File: config.mk
export PLATFORM = sky130hd
export DESIGN_NAME = any1_rf_wr_arbiter_flat
export DESIGN_NICKNAME = d
export VERILOG_FILES = /design/src/rtl/any1_rf_wr_arbiter_if.sv /design/src/rtl/any1_rf_wr_arbiter.sv /design/src/flat_wrapper.sv
export SDC_FILE = /design/constraint.sdc
export NUM_CORES = 1
export LEC_CHECK = 0
export ABC_CLOCK_PERIOD_IN_PS = 3800
export BUFFER_PORTS_ARGS = -buffer_cell sky130_fd_sc_hd__buf_2
export CAP_MARGIN = 10
export CORE_AREA = 4 4 162 164
export DETAILED_ROUTE_END_ITERATION = 6
export DIE_AREA = 0 0 166 168
export PLACE_DENSITY = 0.62
export SLEW_MARGIN = 20
export SYNTH_ARGS = -nofsm -noshare
export SYNTH_HDL_FRONTEND = slang
export SYNTH_SLANG_ARGS = --single-unit
File: constraint.sdc
create_clock -name clk_i -period 3.8 [get_ports clk_i]
set_input_delay 0.57 -clock clk_i [delete_from_list [all_inputs] [get_ports clk_i]]
set_output_delay 0.57 -clock clk_i [all_outputs]
set_load 0.1 [all_outputs]
File: src/rtl/any1_rf_wr_arbiter_if.sv
// Bundle of requester-side handshake signals and regfile write-port outputs
// shared between the writeback sources and the any1 regfile write arbiter.
interface any1_rf_wr_arbiter_if #(
  parameter int NREQ = 4,
  parameter int WID  = 64,
  parameter int RWID = 10,
  parameter int LENW = 8
);
  logic [NREQ-1:0]      req_i;
  logic [NREQ*RWID-1:0] rd_i;
  logic [NREQ*WID-1:0]  dat_i;
  logic [NREQ*LENW-1:0] len_i;
  logic [NREQ-1:0]      ack_o;
  logic                 rfwr_o;
  logic [RWID-1:0]      wa_o;
  logic [WID-1:0]       i_o;
  logic [LENW-1:0]      elem_o;
  logic [NREQ-1:0]      gnt_o;
  logic                 busy_o;

  // Writeback sources: drive requests, observe acks and the write port.
  modport master (
    output req_i, rd_i, dat_i, len_i,
    input  ack_o, rfwr_o, wa_o, i_o, elem_o, gnt_o, busy_o
  );

  // Arbiter side.
  modport slave (
    input  req_i, rd_i, dat_i, len_i,
    output ack_o, rfwr_o, wa_o, i_o, elem_o, gnt_o, busy_o
  );
endinterface

File: src/rtl/any1_rf_wr_arbiter.sv
// Round-robin arbiter for the single write port of an any1 regfile lane.
// A granted requester with a burst length above one keeps the port until all
// of its beats have transferred, so vector results land without interruption.
// Writes to scalar r0 are acknowledged but never reach the regfile.
module any1_rf_wr_arbiter #(
  parameter int NREQ = 4,
  parameter int WID  = 64,
  parameter int RWID = 10,
  parameter int LENW = 8
) (
  input logic clk_i,
  input logic rst_i,
  any1_rf_wr_arbiter_if.slave bus
);

  localparam int PW = (NREQ > 1) ? $clog2(NREQ) : 1;
  localparam logic [RWID-1:0] R0_ADDR = RWID'({4'd15, 6'd0});

  typedef enum logic {IDLE, BURST} state_t;

  state_t          state_q, state_d;
  logic [PW-1:0]   rr_q;
  logic [LENW-1:0] remain_q;
  logic            rfwr_q;
  logic [RWID-1:0] wa_q;
  logic [WID-1:0]  dat_q;
  logic [LENW-1:0] elem_q;
  logic [NREQ-1:0] gnt_q;

  logic [NREQ-1:0] ack;
  logic            found;
  logic [PW-1:0]   idx;
  logic            xfer;
  logic [PW-1:0]   sel;
  logic [RWID-1:0] sel_rd;
  logic [WID-1:0]  sel_dat;
  logic [LENW-1:0] sel_len;
  logic [RWID-1:0] beat_addr;

  // State register; reset abandons any partial burst.
  always_ff @(posedge clk_i or negedge rst_i) begin
    if (!rst_i) state_q <= IDLE;
    else        state_q <= state_d;
  end

  // Enter BURST on a multi-beat first transfer, leave on the final beat.
  always_comb begin
    state_d = state_q;
    case (state_q)
      IDLE:    if (xfer && (sel_len > LENW'(1))) state_d = BURST;
      BURST:   if (xfer && (remain_q == LENW'(1))) state_d = IDLE;
      default: state_d = IDLE;
    endcase
  end

  // Acks: rotating priority search in IDLE, only the locked owner in BURST.
  always_comb begin
    ack   = '0;
    found = 1'b0;
    idx   = '0;
    if (state_q == BURST) begin
      ack = gnt_q & bus.req_i;
    end else begin
      for (int i = 0; i < NREQ; i++) begin
        idx = PW'((int'(rr_q) + i) % NREQ);
        if (!found && bus.req_i[idx]) begin
          ack[idx] = 1'b1;
          found    = 1'b1;
        end
      end
    end
  end

  // Steer the winning requester's fields onto the beat path.
  always_comb begin
    sel     = '0;
    sel_rd  = '0;
    sel_dat = '0;
    sel_len = '0;
    for (int k = 0; k < NREQ; k++) begin
      if (ack[k]) begin
        sel     = PW'(k);
        sel_rd  = bus.rd_i[k*RWID +: RWID];
        sel_dat = bus.dat_i[k*WID +: WID];
        sel_len = bus.len_i[k*LENW +: LENW];
      end
    end
    xfer      = |ack;
    beat_addr = (state_q == BURST) ? wa_q : sel_rd;
  end

  // Registered write port, burst bookkeeping and round-robin pointer.
  always_ff @(posedge clk_i or negedge rst_i) begin
    if (!rst_i) begin
      rfwr_q   <= 1'b0;
      wa_q     <= '0;
      dat_q    <= '0;
      elem_q   <= '0;
      gnt_q    <= '0;
      rr_q     <= '0;
      remain_q <= '0;
    end else begin
      rfwr_q <= xfer && (beat_addr != R0_ADDR);
      if (xfer) begin
        wa_q  <= beat_addr;
        dat_q <= sel_dat;
        if (state_q == IDLE) begin
          elem_q   <= '0;
          gnt_q    <= ack;
          rr_q     <= (sel == PW'(NREQ - 1)) ? '0 : sel + 1'b1;
          remain_q <= (sel_len > LENW'(1)) ? sel_len - LENW'(1) : '0;
        end else begin
          elem_q   <= elem_q + 1'b1;
          remain_q <= remain_q - 1'b1;
        end
      end
    end
  end

  assign bus.ack_o  = ack;
  assign bus.rfwr_o = rfwr_q;
  assign bus.wa_o   = wa_q;
  assign bus.i_o    = dat_q;
  assign bus.elem_o = elem_q;
  assign bus.gnt_o  = gnt_q;
  assign bus.busy_o = (state_q == BURST);

endmodule

File: src/flat_wrapper.sv
// flat-port wrapper written by rule: the top's interface ports become plain ports
module any1_rf_wr_arbiter_flat 
#(
  parameter int NREQ = 4,
  parameter int WID  = 64,
  parameter int RWID = 10,
  parameter int LENW = 8
)
  (clk_i, rst_i, bus_req_i, bus_rd_i, bus_dat_i, bus_len_i, bus_ack_o, bus_rfwr_o, bus_wa_o, bus_i_o, bus_elem_o, bus_gnt_o, bus_busy_o);
  any1_rf_wr_arbiter_if #(.NREQ(NREQ), .WID(WID), .RWID(RWID), .LENW(LENW)) bus_i ();
  input logic clk_i;
  input logic rst_i;
  input wire logic [$bits(bus_i.req_i)-1:0] bus_req_i;
  input wire logic [$bits(bus_i.rd_i)-1:0] bus_rd_i;
  input wire logic [$bits(bus_i.dat_i)-1:0] bus_dat_i;
  input wire logic [$bits(bus_i.len_i)-1:0] bus_len_i;
  output wire logic [$bits(bus_i.ack_o)-1:0] bus_ack_o;
  output wire logic [$bits(bus_i.rfwr_o)-1:0] bus_rfwr_o;
  output wire logic [$bits(bus_i.wa_o)-1:0] bus_wa_o;
  output wire logic [$bits(bus_i.i_o)-1:0] bus_i_o;
  output wire logic [$bits(bus_i.elem_o)-1:0] bus_elem_o;
  output wire logic [$bits(bus_i.gnt_o)-1:0] bus_gnt_o;
  output wire logic [$bits(bus_i.busy_o)-1:0] bus_busy_o;
  assign bus_i.req_i = bus_req_i;
  assign bus_i.rd_i = bus_rd_i;
  assign bus_i.dat_i = bus_dat_i;
  assign bus_i.len_i = bus_len_i;
  assign bus_ack_o = bus_i.ack_o;
  assign bus_rfwr_o = bus_i.rfwr_o;
  assign bus_wa_o = bus_i.wa_o;
  assign bus_i_o = bus_i.i_o;
  assign bus_elem_o = bus_i.elem_o;
  assign bus_gnt_o = bus_i.gnt_o;
  assign bus_busy_o = bus_i.busy_o;
  any1_rf_wr_arbiter #(.NREQ(NREQ), .WID(WID), .RWID(RWID), .LENW(LENW)) u_core (.clk_i(clk_i), .rst_i(rst_i), .bus(bus_i));
endmodule
==> results of run 1 <==
## cell families after synthesis
group,synth area share (%)
adders and majority gates,2.06
buffers and inverters,5.76
and+or+nand+nor,18.8
AOI/OAI and AO/OA,32.9
xor gates and xnor gates,1.05
muxes,2.61
DFF,36.8
## where the power goes
part | switching [uW] | internal, uW | total [uW]
Clock | 454 | 660 | 1110
Sequential | 128 | 1210 | 1340
Combinational | 1650 | 477 | 2130
## state kept, by name, summed over array words and instances (netlist names)
name               count
u_core.bus.busy_o      1
u_core.bus.elem_o      8
u_core.bus.gnt_o       4
u_core.bus.i_o        64
u_core.bus.rfwr_o      1
u_core.bus.wa_o       10
u_core.remain_q        8
u_core.rr_q            2
## cell usage after synthesis (3+ instances only)
| cell | n |
|---|---|
| xor2_1 | 6 |
| ha_1 | 11 |
| a31oi_1 | 3 |
| nor3b_1 | 8 |
| clkbuf_1 | 42 |
| buf_4 | 3 |
| nand2_1 | 103 |
| a221oi_1 | 65 |
| a211oi_1 | 5 |
| a21oi_1 | 18 |
| a21o_1 | 6 |
| nand3_1 | 11 |
| nor2_1 | 88 |
| a2bb2oi_1 | 3 |
| a21boi_0 | 3 |
| mux4_2 | 4 |
| nand2b_1 | 7 |
| mux2i_1 | 5 |
| nor3_1 | 11 |
| o22a_1 | 4 |
| buf_2 | 15 |
| and3_1 | 9 |
| buf_1 | 10 |
| or3_1 | 3 |
| o21ai_0 | 92 |
| a22oi_1 | 67 |
| mux2_2 | 3 |
| dfrtp_1 | 98 |
| o22ai_1 | 3 |
| inv_1 | 18 |
| nor4_1 | 8 |
| a222oi_1 | 5 |
| nor2b_1 | 4 |
## layer usage
layer / up-vias / GRT usage (%) / wire, um
met2: 413 / 33.0 / 14600
li1: 3831 / - / -
met5: - / 0 / 21
met1: 3774 / 24.1 / 11600
met3: 57 / 5.94 / 2700
met4: 4 / 6.13 / 962
## critical path: cells and delay by family, from the launching register on
kind,cells,cell delay (ns)
AOI/OAI and AO/OA,5,1.07
adders and majority gates,2,0.55
buffers and inverters,3,0.40
DFF,1,0.38
muxes,1,0.59
and+or+nand+nor,2,0.66
## stage by stage
stage / hold slack [ns] / total power [uW] / area, um^2 / setup TNS, ns
floorplan: 0.274 / 2910 / 6730 / 0
global placement: 0.506 / 3460 / 9370 / 0
detailed placement: 0.517 / 3480 / 9370 / -0.00554
CTS: 0.367 / 4600 / 9740 / 0
global route: 0.401 / 4790 / 9990 / -0.299
finish: 0.343 / 4590 / 9990 / 0
## repair_timing
action,CTS,global route
setup endpoints to repair,3,12
buffers inserted,1,12
pin swaps,2,12
gates resized for setup,1,18
gates cloned,0,3
## cell type report
class / instances / share of cell area [%]
diodes: 1 / 0.0251
clock inverters: 7 / 1.33
well taps: 330 / 4.13
repair buffers: 480 / 26.9
multi-input cells: 602 / 39.9
inverters: 20 / 0.940
clock buffers: 9 / 2.26
flip-flops and latches: 98 / 24.6
## worst paths after layout
| kind | cells after the start | startpoint | to |
|---|---|---|---|
| min in group clk_i | 3 | bus_dat_i[206] | u_core.bus.i_o[14]$_DFFE_PN0N_ |
| worst max-delay path | 13 | u_core.rr_q[1]$_DFFE_PN0P_ | u_core.remain_q[6]$_DFFE_PN0N_ |
| worst max register to register | 13 | u_core.rr_q[1]$_DFFE_PN0P_ | u_core.remain_q[6]$_DFFE_PN0N_ |
| worst min register to register | 1 | u_core.bus.gnt_o[1]$_DFFE_PN0P_ | u_core.bus.gnt_o[1]$_DFFE_PN0P_ |
| max in group asynchronous | 2 | rst_i | u_core.remain_q[0]$_DFFE_PN0N_ |
| worst min-delay path | 1 | rst_i | u_core.bus.elem_o[7]$_DFFE_PN0N_ |
==> impl_metrics.csv, run 1 <==
group,metric,value,unit
cts,clk_pin_slew_worst_paths,0.08,ns
cts,insertion_delay,0.35,ns
flow_run,max_cap_violations,0,
cells_and_area,mostFrequentLayoutCells,"buf_2 (421), nand2_1 (103), dfrtp_1 (98), o21ai_0 (90), nor2_1 (87)",
sta,hold_viol,0,
cts,numCtsBuffers,9,
sta,worst_slack,0.0574,ns
setup_path,ff2ff_setup_slack,0.06,ns
cts,h-tree-depth,3,
global_routing,grt_pass1_vias,7740,
synthesis,yosysWarnings,0,
placement,dpl.cell_count,1514,
sta,tightest_slew,0.883,ns
cells_and_area,drive_above_1_share,44.2,%
detailed_routing,dr.pass1.iters,7,
setup_path,slowest_delay,0.59,ns
detailed_routing,vias_per_cell,5.22,
global_routing,antenna_found_initial,3,
global_routing,grt_max_degree,78,
synthesis,netlist_area,0.00667,mm^2
synthesis,synth_area_leader_cell,"dfrtp_1",
die,rows,58,
sta,rsz0062_at_grt,"true",
cts,cts_sinks,98,
setup_path,cp-end-kind,"register",
cells_and_area,multi_input_area,0.00398,mm^2
setup_path,cp_common_cell,"inv_2",
setup_path,cp_data_arrival_time,4.01,ns
cts,ctsHoldBuffers,0,
global_routing,grt_pass1_wl,43.6,mm
placement,dp_hpwl,23.4,mm
status,status,"complete, but fails checks",
sta,fin_crit_sh,98.5,%
sta,min_period,3.74,ns
status,failed_checks,"DRC",
sta,skew,0.0130,ns
synthesis,synthFlopType,"dfrtp_1",
synthesis,synthArstFlopShare,100,%
synthesis,ys_types,70,
sta,drv_slew,0,
cells_and_area,fin_cells,1547,
cts,cts_tree,"built",
detailed_routing,drt-total-wl,29.9,mm
setup_path,crit_chain,"inv_2 -> ha_4 -> mux4_2 -> nand3b_1 -> o311ai_2 -> o31ai_4 -> bufinv_8 -> a211oi_2 -> o31a_1 -> ha_2 -> inv_2 -> or4_1 -> a31oi_1",
detailed_routing,routedWlPerCell,19.3,um
global_routing,grt_usage,19.5,%
placement,io_buffers,425,
setup_path,startpoint_type,"register",
cells_and_area,area_growth,49.8,%
cts,clock_tree.buffer_depth,2,
placement,gp_congestion,0.932,
synthesis,synth_edf_count,0,
synthesis,syn_avg_cell_area,8.43,um^2
detailed_routing,initialDrtViolationCount,593,
detailed_routing,drc,1,
cells_and_area,fillers,2533,
min_path,hold_class,"in2async",
cells_and_area,utilization,40.1,%
synthesis,synth_top_area_share,36.8,%
detailed_routing,vias,8079,
pwr,p_leak,0.00484,uW
die,initial_core_util,26.8,%
setup_path,critPathRequiredTime,4.06,ns
die,die-area,0.0279,mm^2
die,die_w,166,um
pwr,power.density,459,mW/mm^2
setup_path,path_max_fanout,5,
synthesis,syn_nets,1136,
cells_and_area,nets,1556,
cells_and_area,layout_commonest_cell,"buf_2",
sta,slew_headroom,41.2,%
synthesis,synth_seq_cells,98,
global_routing,grt_overflow,0,
sta,clock.fmax,0.267,GHz
die,fp.coreArea,0.0249,mm^2
die,die_y,168,um
die,ioPinCount,426,
setup_path,critPathKind,"reg2reg",
cts,clockRootBuffer,"clkbuf_16",
detailed_routing,drtAntennaViolNets,0,
synthesis,synth_seq_area_share,36.8,%
cells_and_area,seqCellArea,0.00245,mm^2
synthesis,synthTopCellsByArea,"dfrtp_1 (37%), a221oi_1 (8.5%), a22oi_1 (7.5%)",
pwr,ir_drop,0.490,mV
placement,preCtsSetupSlack,-0.00554,ns
setup_path,cp_slowest_cell,"mux4_2",
synthesis,syn_inst,791,
sta,finalSetupViolCount,0,
(Power assumes the default switching activity.)
==> run 2, diff against run 1 <==
Settings changed: CELL_PAD_IN_SITES_DETAIL_PLACEMENT from default to 1, CELL_PAD_IN_SITES_GLOBAL_PLACEMENT from default to 1, CORE_AREA 4 4 162 164 to default, CORE_ASPECT_RATIO from default to 1.1, CORE_MARGIN from default to 4, CORE_UTILIZATION from default to 27, DIE_AREA 0 0 166 168 to default, PLACE_DENSITY 0.62 to 0.83.
==> run 2 against run 1 <==
  * The run now ends clean
  * Flip-flop and latch count did not move
  * Clock power shrank 9.9%
  * Critical endpoint unchanged
  * Critical path depth grew 1
  * Global-route usage rose by 2.6 points
  * Hold slack got worse by 0.0057 ns
==> impl_metrics.csv, run 2 (synthesis gave the netlist of run 1 again) <==
group,metric,value,unit
cts,ctsHoldBuffers,0,
cts,clk_pin_slew_worst_paths,0.08,ns
sta,fin_crit_sh,99.5,%
detailed_routing,drt-total-wl,32.5,mm
status,status,"complete, no violations",
global_routing,grt_max_degree,76,
setup_path,startpoint_type,"register",
sta,min_period,3.78,ns
cells_and_area,seqCellArea,0.00245,mm^2
setup_path,rr_worst_depth,14,
global_routing,grt_pass1_wl,47.3,mm
sta,tightest_slew,0.894,ns
setup_path,cp_data_arrival_time,4.03,ns
pwr,p_leak,0.00478,uW
setup_path,cp-startpoint,"u_core.rr_q[1]$_DFFE_PN0P_",
pwr,ir_drop,0.157,mV
cells_and_area,fillers,3059,
detailed_routing,routedWlPerCell,21.3,um
sta,worst_slack,0.0174,ns
global_routing,grt_usage,22.1,%
die,rows,60,
cells_and_area,mostFrequentLayoutCells,"buf_2 (421), nand2_1 (102), dfrtp_1 (98), o21ai_0 (91), nor2_1 (87)",
die,die_y,173,um
sta,clock.fmax,0.264,GHz
cells_and_area,layout_commonest_cell,"buf_2",
die,fp.coreArea,0.0244,mm^2
cells_and_area,drive_above_1_share,44.4,%
min_path,hold_class,"in2async",
setup_path,worst_r2r_endpoint,"u_core.remain_q[6]$_DFFE_PN0N_",
detailed_routing,drtAntennaViolNets,0,
sta,finalSetupViolCount,0,
setup_path,path_max_fanout,8,
sta,hold_ws,0.337,ns
global_routing,grt_overflow,0,
pwr,power.density,456,mW/mm^2
setup_path,critPathRequiredTime,4.05,ns
flow_run,max_cap_violations,0,
cts,clock_tree.buffer_depth,2,
setup_path,cp-endpoint,"u_core.remain_q[6]$_DFFE_PN0N_",
setup_path,critPathKind,"reg2reg",
global_routing,antenna_found_initial,6,
cells_and_area,area_growth,48.1,%
setup_path,r2r_start,"u_core.rr_q[1]$_DFFE_PN0P_",
cts,cts_tree,"built",
detailed_routing,drc,0,
cts,clockRootBuffer,"clkbuf_16",
cts,h-tree-depth,3,
placement,gp_congestion,0.938,
die,die-area,0.0273,mm^2
cells_and_area,largest_reg_flops,64,
detailed_routing,initialDrtViolationCount,443,
setup_path,ff2ff_setup_slack,0.02,ns
pwr,power,4510,uW
detailed_routing,vias_per_cell,5.42,
die,initial_core_util,27.3,%
detailed_routing,dr.pass1.iters,6,
cells_and_area,multi_input_area,0.00400,mm^2
sta,hold_viol,0,
placement,preCtsSetupSlack,-0.0370,ns
detailed_routing,vias,8266,
cells_and_area,nets,1553,
cts,numCtsBuffers,9,
die,die_w,158,um
sta,skew,0.0149,ns
sta,slew_headroom,40.4,%
placement,dp_hpwl,25.8,mm
sta,drv_slew,0,
setup_path,cp-end-kind,"register",
global_routing,grt_pass1_vias,8354,
die,ioPinCount,426,
cts,cts_sinks,98,
placement,io_buffers,425,
cts,insertion_delay,0.35,ns
## run 2: area by class of cell
cell class / count / area share (%)
multi-input combinational: 602 / 40.5
inverter: 20 / 0.976
clock inverter: 6 / 0.799
clock buffer: 10 / 2.42
tap: 310 / 3.93
sequential: 98 / 24.8
timing repair buffer: 477 / 26.5
antenna: 2 / 0.0507
## run 2: per-stage QoR
step | setup TNS, ns | instance area, um^2 | utilization, % | cells
5_1_grt | -0.197 | 9870 | 40.4 | 1524
3_3_place_gp | 0 | 9290 | 38.1 | 1492
6_report | 0 | 9870 | 40.5 | 1525
3_5_place_dp | -0.0635 | 9290 | 38.1 | 1492
4_1_cts | -0.00734 | 9630 | 39.5 | 1508
2_1_floorplan | 0 | 6730 | - | 791
## run 2: worst min-delay path by stage
stage | to | depth (start not counted) | start
floorplan | u_core.bus.busy_o$_DFF_PN0_ | 0 | rst_i
global placement | u_core.bus.wa_o[8]$_DFFE_PN0N_ | 2 | u_core.bus.wa_o[8]$_DFFE_PN0N_
CTS | u_core.bus.wa_o[0]$_DFFE_PN0N_ | 1 | rst_i
finish | u_core.bus.elem_o[6]$_DFFE_PN0N_ | 1 | rst_i
global route | u_core.bus.wa_o[0]$_DFFE_PN0N_ | 1 | rst_i
detailed placement | u_core.bus.wa_o[9]$_DFFE_PN0N_ | 1 | u_core.bus.wa_o[9]$_DFFE_PN0N_
## run 2: repair_timing
item | 4_1_cts | 5_1_grt
endpoints found under the setup margin | 7 | 14
pin swaps | 1 | 7
buffers inserted | 0 | 14
gates cloned | 0 | 1
hold endpoints to repair | 0 | 0
gates resized for setup | 4 | 23
## run 2: power breakdown
group	internal, uW	switching, uW
combinational	481	1680
sequential	1210	123
clock	546	459
total	2240	2270
## run 2: routing by layer
| layer | up-vias | share of wire (%) | GRT usage, % |
|---|---|---|---|
| li1 | 3821 | - | - |
| met4 | 10 | 3.9 | 8.75 |
| met3 | 75 | 8.0 | 5.73 |
| met1 | 3978 | 38 | 25.8 |
| met2 | 382 | 50 | 38.3 |
| met5 | - | 0.17 | 0 |
## run 2: worst max-delay path, cell delays in order, from the launching register on
cell and delay, ns:
dfrtp_1 0.35, inv_1 0.08, ha_4 0.30, mux4_2 0.57, nor3b_1 0.17, a31o_2 0.26
o31ai_4 0.35, clkinv_4 0.15, buf_4 0.19, buf_4 0.13, nand2_1 0.08, o31ai_2 0.10
nand3b_4 0.21, or4_4 0.54, a31oi_1 0.20
